**config.mk**
```make
export PLATFORM = sky130hd
export DESIGN_NAME = classify_sched
export DESIGN_NICKNAME = d
export VERILOG_FILES = /design/src/rtl/classify_pkg.sv /design/src/rtl/classify_cmp_stage.sv /design/src/rtl/classify_sched.sv
export SDC_FILE = /design/constraint.sdc
export NUM_CORES = 1
export LEC_CHECK = 0
export CAP_MARGIN = 20
export CORE_MARGIN = 3
export CORE_UTILIZATION = 55
export CTS_BUF_LIST = sky130_fd_sc_hd__clkbuf_8
export DETAILED_ROUTE_END_ITERATION = 8
export GPL_ROUTABILITY_DRIVEN = 0
export PLACE_DENSITY = 0.85
export SYNTH_ARGS = -nofsm -noshare
export SYNTH_HDL_FRONTEND = slang
export SYNTH_SLANG_ARGS = --single-unit
```
**constraint.sdc**
```tcl
create_clock -name clk -period 4.19 [get_ports clk]
set_input_delay 0.6285 -clock clk [delete_from_list [all_inputs] [get_ports clk]]
set_output_delay 0.6285 -clock clk [all_outputs]
set_load 0.05 [all_outputs]
```
**src/rtl/classify_pkg.sv**
```systemverilog
// Shared types and defaults for the classifier argmax scheduler.
// Optional build macro used by this slice: CLASSIFY_SIGNED_EN (two's-complement scores, rectified).
package classify_pkg;

  typedef enum logic [1:0] {
    IDLE  = 2'd0,
    ACCUM = 2'd1,
    DONE  = 2'd2
  } state_t;

  function automatic int idx_w_for(input int n);
    return (n <= 2) ? 1 : $clog2(n);
  endfunction

  localparam int NUM_CLASSES_DEF = 10;
  localparam int DATA_W_DEF      = 8;
  localparam int IDX_W_DEF       = idx_w_for(NUM_CLASSES_DEF);

endpackage

```
**src/rtl/classify_cmp_stage.sv**
```systemverilog
// Combinational rectify + compare unit: flags when a candidate should replace the running max.
// With CLASSIFY_SIGNED_EN defined, negative candidates are clamped to zero first.
module classify_cmp_stage
  import classify_pkg::*;
#(
  parameter int DATA_W = DATA_W_DEF
) (
  input  logic [DATA_W-1:0] cand,
  input  logic [DATA_W-1:0] cur_max,
  input  logic              first,
  output logic              take,
  output logic [DATA_W-1:0] cand_rect
);

`ifdef CLASSIFY_SIGNED_EN
  assign cand_rect = cand[DATA_W-1] ? '0 : cand;
`else
  assign cand_rect = cand;
`endif

  // strict compare: ties keep the earlier (lower) index
  assign take = first || (cand_rect > cur_max);

endmodule

```
**src/rtl/classify_sched.sv**
```systemverilog
// Sequential argmax over NUM_CLASSES streamed scores using a single comparator.
// Honours CLASSIFY_SIGNED_EN through classify_cmp_stage.
//
// state | meaning
// IDLE  | waiting for start, no scores consumed
// ACCUM | accepting scores, tracking running max and its index
// DONE  | result presented until result_ready
module classify_sched
  import classify_pkg::*;
#(
  parameter int NUM_CLASSES = NUM_CLASSES_DEF,
  parameter int DATA_W      = DATA_W_DEF,
  parameter int IDX_W       = idx_w_for(NUM_CLASSES)
) (
  input  logic              clk,
  input  logic              rst_n,
  input  logic              start,
  input  logic              score_valid,
  output logic              score_ready,
  input  logic [DATA_W-1:0] score_data,
  output logic              result_valid,
  input  logic              result_ready,
  output logic [IDX_W-1:0]  class_idx,
  output logic [DATA_W-1:0] max_score,
  output logic              busy
);

  localparam logic [IDX_W-1:0] LAST_IDX = IDX_W'(NUM_CLASSES - 1);

  state_t            state, state_nxt;
  logic [IDX_W-1:0]  count;
  logic              accept;
  logic              take;
  logic [DATA_W-1:0] cand_rect;

  assign accept = score_valid && (state == ACCUM);

  classify_cmp_stage #(.DATA_W(DATA_W)) u_cmp (
    .cand      (score_data),
    .cur_max   (max_score),
    .first     (count == '0),
    .take      (take),
    .cand_rect (cand_rect)
  );

  always_comb begin
    state_nxt = state;
    case (state)
      IDLE:    if (start) state_nxt = ACCUM;
      ACCUM:   if (accept && (count == LAST_IDX)) state_nxt = DONE;
      DONE:    if (result_ready) state_nxt = IDLE;
      default: state_nxt = IDLE;
    endcase
  end

  // handshake flags are flopped from the next state so they track state exactly
  always_ff @(posedge clk or negedge rst_n) begin
    if (!rst_n) begin
      state        <= IDLE;
      score_ready  <= 1'b0;
      result_valid <= 1'b0;
      busy         <= 1'b0;
    end else begin
      state        <= state_nxt;
      score_ready  <= (state_nxt == ACCUM);
      result_valid <= (state_nxt == DONE);
      busy         <= (state_nxt != IDLE);
    end
  end

  always_ff @(posedge clk or negedge rst_n) begin
    if (!rst_n) begin
      count     <= '0;
      class_idx <= '0;
      max_score <= '0;
    end else begin
      if ((state == IDLE) && start) begin
        count <= '0;
      end else if (accept) begin
        count <= count + 1'b1;
      end
      if (accept && take) begin
        max_score <= cand_rect;
        class_idx <= count;
      end
    end
  end

endmodule

```
==> results by stage <==
STA:
- The number of pins exceeding their max-slew limit in the final report is 0.
- Timing would allow up to 421.2 MHz.
- The pin slew with the least headroom to its limit is 0.9074 ns.
- In the final timing run, aggregate negative setup slack is 0 ns.
- The share of the clock period used by the worst path is 0.5667.
- Headroom to the max-slew limit came out at 0.3932.
- Setup violations remaining at the end of the flow were counted as 0.
- Setup repair after global routing left no endpoint under its margin.
- The hold violation count in the final report is 0.
- The setup clock skew after layout is 0.002229 ns.
- The time the worst path needs with I/O delays and setup is 2.374 ns.

Synthesis:
- By area the synthesized netlist is led by dfrtp_1 40%, ha_1 11%, o211ai_1 6.3%.
- Of the post-synthesis cell area, the dominant cell type holds 0.4027.
- The sequential cell area fraction in the yosys report is 0.4027.
- Synthesis handed over a netlist of 136 instances.
- For this run, the number of Yosys warnings is 0.
- The mean instance size in the synthesized netlist is 9.596 µm².
- The number of nets produced by synthesis is 160.
- The mapped netlist covers 0.001305 mm².
- The dominant register cell in the synthesized netlist is dfrtp_1.
- The cell with the most instances after synthesis is dfrtp_1.
- Synthesis instantiated 29 different standard cells from the library.
- The cell type contributing the most total cell area after synthesis is dfrtp_1.
- Counting flops and latches in the post-synthesis netlist gives 21.
- After synthesis, the share of flip-flops with an asynchronous set or reset is 1.000.
- The synthesized design contains 0 enable-type register cells.
- By count the netlist is led by 21 x dfrtp_1, 18 x nand2_1, 13 x nand4_1.

CTS:
- The count of clock tree sinks is 21.
- TritonCTS built the clock tree.
- The clock root buffer is clkbuf_8.
- The quantity of gates resized following cts is 0.
- The clock insertion delay at the later pin of the skew report is 0.26 ns.
- The clock passes through at most 2 buffers.
- The number of post-CTS setup repair buffers is 0.
- CTS built an H-tree with a depth of 1.
- In this run, CTS created clock tree buffers numbering 3.
- Buffers inserted to repair hold after CTS numbered 0.
- Clock-pin slew was measured on the worst setup and hold paths at 0.07 ns.

Power:
- The power density over the cells is 865.6 mW/mm².
- In this run the static leakage power is 0.0006951 µW.
- The design draws 1386 µW.
- VDD sags by at most 0.0005195 V.

Die:
- The die is 54.71 µm wide.
- After floorplanning, the core was divided into 17 placement rows.
- The placeable core region is 0.002233 mm².
- The die is 54.71 µm tall.
- The initial utilization of the core area, before any placement, comes to 0.5843.
- The full die area is 0.002993 mm².
- 28 I/O pins were placed.

Global routing:
- The fraction of met1 tracks used by global routing is 0.2816.
- For this run, the total global-route usage over all layers was measured as 0.2086.
- The met2 capacity usage during global routing is 0.3386.
- The most heavily used metal layer in global routing is met2.
- The number of antenna violations at the first check in global routing is 0.
- The wire length of the first global-routing pass is 4519 µm.
- Entering global routing, the biggest net connects 22 pins.
- The number of global-route vias before repair came to 1041.
- Global routing finished with a remaining overflow of 0.
- The met3 global-route usage is 0.03542.

Drt:
- The number of detailed-routing iterations run before antenna repair is 4.
- The routed wirelength normalized by instance count is 15.22 µm.
- The final layout contains routed wiring with a total length of 2861 µm.
- Once detail routing completed, the nets flagged for antenna violations numbered 0.
- The final routed DRC violation total is 0.
- The detailed router placed 1136 vias in this run.
- The first routing iteration left 37 violations.
- The average vias per placed instance is 6.043.

Critical path:
- Measured in cells, the most critical reg-to-reg path has a length of 7.
- The critical path starts at score_data[1].
- The launching element type of the critical path is a primary input.
- STA puts the critical path data required time at 4.32 ns.
- In this run the critical register-to-register path is launched from max_score[1].
- The endpoint kind of the worst setup timing path is a flip-flop.
- Data on the critical path arrives at its endpoint at 2.50 ns.
- The largest fanout on the critical path is 12.
- The setup path with the least slack is of type in2reg.

Worst hold path:
- The hold path depth is 1.
- In this run the most critical hold path is launched from class_idx[2].
- The type of the most critical hold path is reg2reg.

Placed design:
- After legalization and detailed placement, the total HPWL measured 2092 µm.
- During placement, the flow inserted port buffers numbering 27.
- The cell area after placement is 0.001556 mm².

Run:
- The tool flagged a number of max-cap violations equal to 0.

Cells and area:
- The synthesis-to-finish area growth is 22.72%.
- In the final layout, the share of cells above drive strength 1 is 0.06250.
- The post-route standard cell area excluding fillers is 0.001602 mm².
- The utilization of the core after routing is 0.7171.
- The antenna cell count is 0.
- The net total in the final layout is 185.

Status:
- The flow ran to the end, and the final reports show no timing, DRC or antenna violations.
-- stage by stage --
step	cells	hold slack, ns	setup WS (ns)
6_report	188	0.5003	1.816
5_1_grt	188	0.5193	1.714
4_1_cts	188	0.5002	1.847
3_5_place_dp	184	0.4730	1.580
3_3_place_gp	184	0.4741	1.665
2_1_floorplan	136	0.3329	2.283
-- placed cells by master, fill, tap and decap left out, types with 2 or more instances in the layout --
cell	instances
o211ai_1	11
a2bb2oi_1	2
ha_1	11
inv_1	12
clkdlybuf4s50_1	27
a21oi_1	4
nand2_1	18
nand4_1	13
nor2_1	6
nor2_2	2
a22oi_1	10
xor2_1	2
clkbuf_8	3
nor3_1	3
dfrtp_1	21
a21o_1	2
o2bb2ai_1	3
nor2b_1	2
-- flip-flops by register name (all words and copies together) (netlist names) --
signal / cells
result_valid: 1
class_idx: 4
count: 4
state: 2
score_ready: 1
max_score: 8
busy: 1
-- critical path, stage by stage --
cell             delay, ns
clkdlybuf4s50_1       0.46
ha_1                  0.33
nor2b_1               0.14
o211ai_1              0.15
a21o_1                0.38
and2_4                0.30
o211ai_1              0.12
-- cells by family (layout without fill, tap and decap cells) --
kind of cell	after synthesis	in the layout	share of synthesized area
simple gates	48	48	0.2042
compound gates	34	34	0.1918
flops	21	21	0.4027
buf+inv	19	43	0.07573
fa+ha+maj	11	11	0.1055
xor+xnor	3	3	0.02014
-- worst paths after layout --
path                                end  slack, ns
max in group asynchronous  class_idx[0]       2.76
min in group asynchronous  max_score[6]       0.88
max                        max_score[7]       1.82
max reg2reg                max_score[7]       2.23
min                        class_idx[2]       0.50
min reg2reg                class_idx[2]       0.50
-- metal layers --
metal	part of all wire	vias up
met3	0.048	4
met5	0	-
li1	-	545
met2	0.49	35
met4	0.0073	0
met1	0.45	552
-- cell type report --
cell class              count  area (µm²)
flip-flops and latches     21       525.5
clock buffers               3       41.29
inverters                  12       45.04
multi-input cells          96       680.7
well taps                  28       35.03
repair buffers             27       270.3
fillers                   173       631.9
clock inverters             1       3.754
-- power breakdown --
part           total [µW]  switching, µW  leakage (µW)  internal [µW]
combinational         858            537      0.000424            322
clock                 129           63.4     0.0000269           65.2
sequential            399            101      0.000245            298
total                1390            701      0.000695            685
Note: power is estimated with default switching activity, not from simulation.
==> edit 1: new RTL, same flow settings <==
Set the package constant `DATA_W_DEF` to 12 (it was 8).
--- a/src/rtl/classify_pkg.sv
+++ b/src/rtl/classify_pkg.sv
@@ -14,5 +14,5 @@
 
   localparam int NUM_CLASSES_DEF = 10;
-  localparam int DATA_W_DEF      = 8;
+  localparam int DATA_W_DEF      = 12;
   localparam int IDX_W_DEF       = idx_w_for(NUM_CLASSES_DEF);
 
Interface: changed (resized max_score and score_data); port bits go from 28 to 36. No check against the original RTL was run, so the function may have changed too.
==> edit 1 against the original RTL <==
Setup slack got worse by 330 ps; final area increased by 25%; area after synthesis up 22%; clock power is 14% higher; total power rose by 21%; routed wire length grew 26%; global-route usage increased by 1.7 points; sequential cell count up 4; critical endpoint is now max_score[0]; highest routed layer unchanged.
==> edit 1: results (changes against the original RTL) <==
Critical path
  • Reg2reg setup slack: 1870 ps (-360 ps)
  • WP data arrival: 2860 ps (+360 ps)
  • Worst r2r src: max_score[10]
  • Worst Setup SP: score_data[10]
  • R2R cell count: 6 (-1)
  • Crit Path Max Fanout: 18 (+6)
  • Slowest stage delay, CP: 650 ps (+190 ps)

Cells and area
  • Biggest regs: max_score: 12 flops, class_idx: 4 flops, count: 4 flops
  • Layout cells sized above 1: 6.47% (+0.22 points)
  • Post-Layout Cell Count: 231 (+23%)

Power and ir drop
  • Static Leak: 0.964 nW (+39%)
  • Total power: 0.00168 W (+21%)
  • VDD IR max: 0.000658 V (+27%)

Place
  • Port buffer count: 35 (+30%)
  • Post-place setup slack: 1230 ps (-352 ps)
  • DPL Wire Length: 2570 um (+23%)
  • Area after DPL: 0.00193 mm^2 (+24%)

Synth
  • Synth area leaders: dfrtp_1 39%, ha_1 12%, a211o_1 7.7%
  • Post-Syn Area per Cell: 9.51 um^2 (-0.92%)
  • Seq/Total Area, Yosys: 39.4% (-0.87 points)
  • Post-synthesis compound-gate area fraction: 21.4% (+2.3 points)
  • Post-Synth Adder-Cell Area: 11.8% (+1.3 points)
  • Synthesized Nets: 199 (+24%)

STA
  • WHS: 523 ps (+22.4 ps)
  • Skew final: 1.74 ps (-0.492 ps)
  • Slew @ Worst Pin: 1050 ps (+147 ps)

Drt
  • DR iter-0 viols: 96 (+160%)
  • WL per Instance: 15.6 um (+2.3%)
  • Vias: 1378 (+21%)

Global route
  • Number of global-route vias before repair: 1450 (+39%)
  • Largest net degree at the start of global routing: 26 (+18%)

Run status
  • Status: complete, no violations
-- edit 1: cell count changes in the layout (fill, tap and decap cells not counted), moves of 3 or more --
cell | unedited run | this run
a21oi_1 | 4 | 9
dfrtp_1 | 21 | 25
a22oi_1 | 10 | 0
o2bb2ai_1 | 3 | 0
inv_1 | 12 | 16
o211ai_1 | 11 | 0
clkdlybuf4s50_1 | 27 | 35
nand4_1 | 13 | 2
o21ai_1 | 0 | 4
and3_1 | 0 | 13
ha_1 | 11 | 15
o21ai_0 | 1 | 9
a22o_1 | 0 | 3
a211o_1 | 0 | 14
-- edit 1: path summary, 6_finish.rpt --
kind	endpoint
max in group asynchronous	class_idx[0]
worst max register to register	max_score[0]
worst max-delay path	max_score[0]
worst min register to register	class_idx[2]
worst min-delay path	class_idx[2]
min in group asynchronous	max_score[7]
-- edit 1: where the power goes --
group,switching (W),internal [W],total (W)
Clock,0.0000794,0.0000674,0.000147
Combinational,0.000674,0.000411,0.00108
Sequential,0.0000995,0.000351,0.000451
-- edit 1: cells by family (layout without fill, tap and decap cells) --
logic type,Yosys count,count (layout)
DFF,25,25
and+or+nand+nor,55,55
AOI/OAI and AO/OA,47,47
xor gates and xnor gates,3,3
buffers and inverters,22,56
adders and majority gates,15,15
-- edit 1: routing by layer --
metal | global-route usage [%] | routed length (um) | up-vias
met1 | 29.1 | 1580 | 655
met2 | 38.3 | 1800 | 48
met4 | 7.91 | 35 | 0
met3 | 3.02 | 184 | 8
li1 | - | - | 667
met5 | 0 | 0 | -
-- edit 1: cell type report --
class	count	area, um^2
Tap cell	30	37.5
Multi-Input combinational cell	120	860
Fill cell	195	603
Inverter	16	60.1
Clock inverter	1	7.51
Clock buffer	3	41.3
Timing Repair Buffer	36	378
Sequential cell	25	626
==> edit 2: new RTL, config.mk and constraints unchanged <==
Made on the original files. The 3 states of `state_t` get a one-hot encoding in 3 bits.
--- a/src/rtl/classify_pkg.sv
+++ b/src/rtl/classify_pkg.sv
@@ -3,8 +3,8 @@
 package classify_pkg;
 
-  typedef enum logic [1:0] {
-    IDLE  = 2'd0,
-    ACCUM = 2'd1,
-    DONE  = 2'd2
+  typedef enum logic [2:0] {
+    IDLE  = 3'b001,
+    ACCUM = 3'b010,
+    DONE  = 3'b100
   } state_t;
 
Behaviour: no difference found for any inputs over 10 cycles, from zero or initial values and one cycle with rst_n low; not proved beyond that.
==> edit 2 against the original RTL <==
Core utilization is 1.3 points higher; combinational power is 23% lower; final area is 2.8% higher; global-route usage is 0.17 points lower; register-to-register slack worse by 220 ps; setup slack worse by 190 ps; final cell count is 3.7% higher; area after synthesis is 1.2% higher; sequential share of layout area is 0.70 points higher; total power is 15% lower; hold slack better by 24 ps; non-clock buffer count stayed put; routed wire length is 1.5% higher; sequential cell count is 1 higher; critical path type unchanged; largest power group unchanged.
==> edit 2: results (changes against the original RTL) <==
Run status
  • Status: complete, no violations

Drt
  • Vias per cell: 6.03 (-0.28%)
  • Vias: 1175 (+3.4%)
  • DRT Pass-1 Iters: 4 (unchanged)
  • DR iter-0 viols: 39 (+5.4%)
  • Final WL: 2910 um (+1.5%)

Power and ir drop
  • Static Leak: 0.704 nW (+1.2%)
  • VDD IR max: 0.000449 V (-14%)

Synth
  • Synth warn: 0 (unchanged)
  • Synth Flop Type: dfrtp_1
  • Synthesized instance count: 142 (+4.4%)
  • Seq/Total Area, Yosys: 41.8% (+1.5 points)
  • Synthesized Nets: 166 (+3.8%)
  • Commonest cells post-synth: 21 x dfrtp_1, 17 x nand2_1, 13 x nand4_1, 13 x nor2_1, 12 x inv_1
  • Synth cell types: 29 (unchanged)
  • Synth area leaders: dfrtp_1 40%, ha_1 10%, o211ai_1 6.3%
  • Post-synth ARST share: 100% (unchanged)

Clock tree
  • CTS buffer count: 3 (unchanged)
  • Resized Gates After CTS: 0 (unchanged)
  • Root Driver: clkbuf_8
  • Htree depth: 1 (unchanged)
  • Max clock buf depth: 2 (unchanged)
  • Worst skew pair latency: 260 ps (about the same)

Place
  • DPL Wire Length: 2180 um (+4.0%)
  • Area after DPL: 0.00159 mm^2 (+2.3%)
  • Placed Cells: 191 (+3.8%)
  • Port buffer count: 27 (unchanged)

STA
  • WHS: 524 ps (+23.8 ps)
  • Skew final: 5.84 ps (+3.61 ps)
  • Slew @ Worst Pin: 919 ps (+11.8 ps)

Global route
  • Tot GR Track Use: 20.7% (-0.17 points)
  • Initial antenna violation count: 0 (unchanged)
  • First-pass GRT wire length: 4560 um (+0.91%)
  • Largest net degree at the start of global routing: 23 (+4.5%)
  • Number of global-route vias before repair: 1018 (-2.2%)

Flow run
  • Max-Cap Viols: 0 (unchanged)

Hold path
  • Hold Path Class: reg -> reg

Cells and area
  • N_diodes: 0 (unchanged)
  • Layout cells sized above 1: 5.99% (-0.26 points)

Critical path
  • WP data arrival: 2690 ps (+190 ps)
  • Crit Path Max Fanout: 12 (unchanged)
  • Reg2reg setup slack: 2010 ps (-220 ps)
-- edit 2: cells by family (layout without fill, tap and decap cells) --
| kind of cell | count (synthesis) | after routing | share of synthesized area [%] |
|---|---|---|---|
| DFF | 22 | 22 | 41.8 |
| adders and majority gates | 11 | 11 | 10.4 |
| buffers and inverters | 18 | 43 | 5.97 |
| and+or+nand+nor | 53 | 53 | 20.9 |
| xor gates and xnor gates | 3 | 3 | 1.99 |
| AOI/OAI and AO/OA | 35 | 35 | 19.0 |
-- edit 2: path summary, 6_finish.rpt --
path                       depth (start not counted)      endpoint           from
max                                                7  max_score[6]  score_data[1]
min                                                1  class_idx[3]   class_idx[3]
max reg2reg                                        7  max_score[6]   max_score[1]
min reg2reg                                        1  class_idx[3]   class_idx[3]
max in group asynchronous                          1  result_valid          rst_n
min in group asynchronous                          1  max_score[6]          rst_n
-- edit 2: layout make-up --
type                            instances  area (um^2)
Tap cell                               28         35.0
Clock buffer                            4         55.1
Timing Repair Buffer                   27          270
Multi-Input combinational cell        102          689
Fill cell                             173          608
Inverter                               12         45.0
Sequential cell                        22          552
-- edit 2: stage by stage --
stage / total power [W] / utilization, % / setup slack, ps
3_3_place_gp: 0.00100 / 70.6 / 1470
2_1_floorplan: 0.000829 / - / 2080
4_1_cts: 0.00117 / 73.0 / 1640
5_1_grt: 0.00125 / 73.0 / 1440
3_5_place_dp: 0.00103 / 70.6 / 1380
6_report: 0.00117 / 73.0 / 1630
-- edit 2: layer usage --
layer / track usage [%] / share of wire [%]
met1: 27.2 / 43
met4: 6.07 / 1.2
met2: 35.6 / 50
met5: 0 / 0
met3: 2.41 / 5.7
-- edit 2: where the power goes --
group          switching, W  internal [W]  total, W
clock network     0.0000653     0.0000837  0.000149
logic              0.000421      0.000241  0.000662
registers         0.0000764      0.000287  0.000363
total              0.000563      0.000612   0.00117
-- edit 2: critical path: stages --
cell             delay, ps
clkdlybuf4s50_1        450
ha_1                   320
nor2b_1                130
o211ai_1               150
a21o_1                 370
and2_1                 460
o211ai_1               170
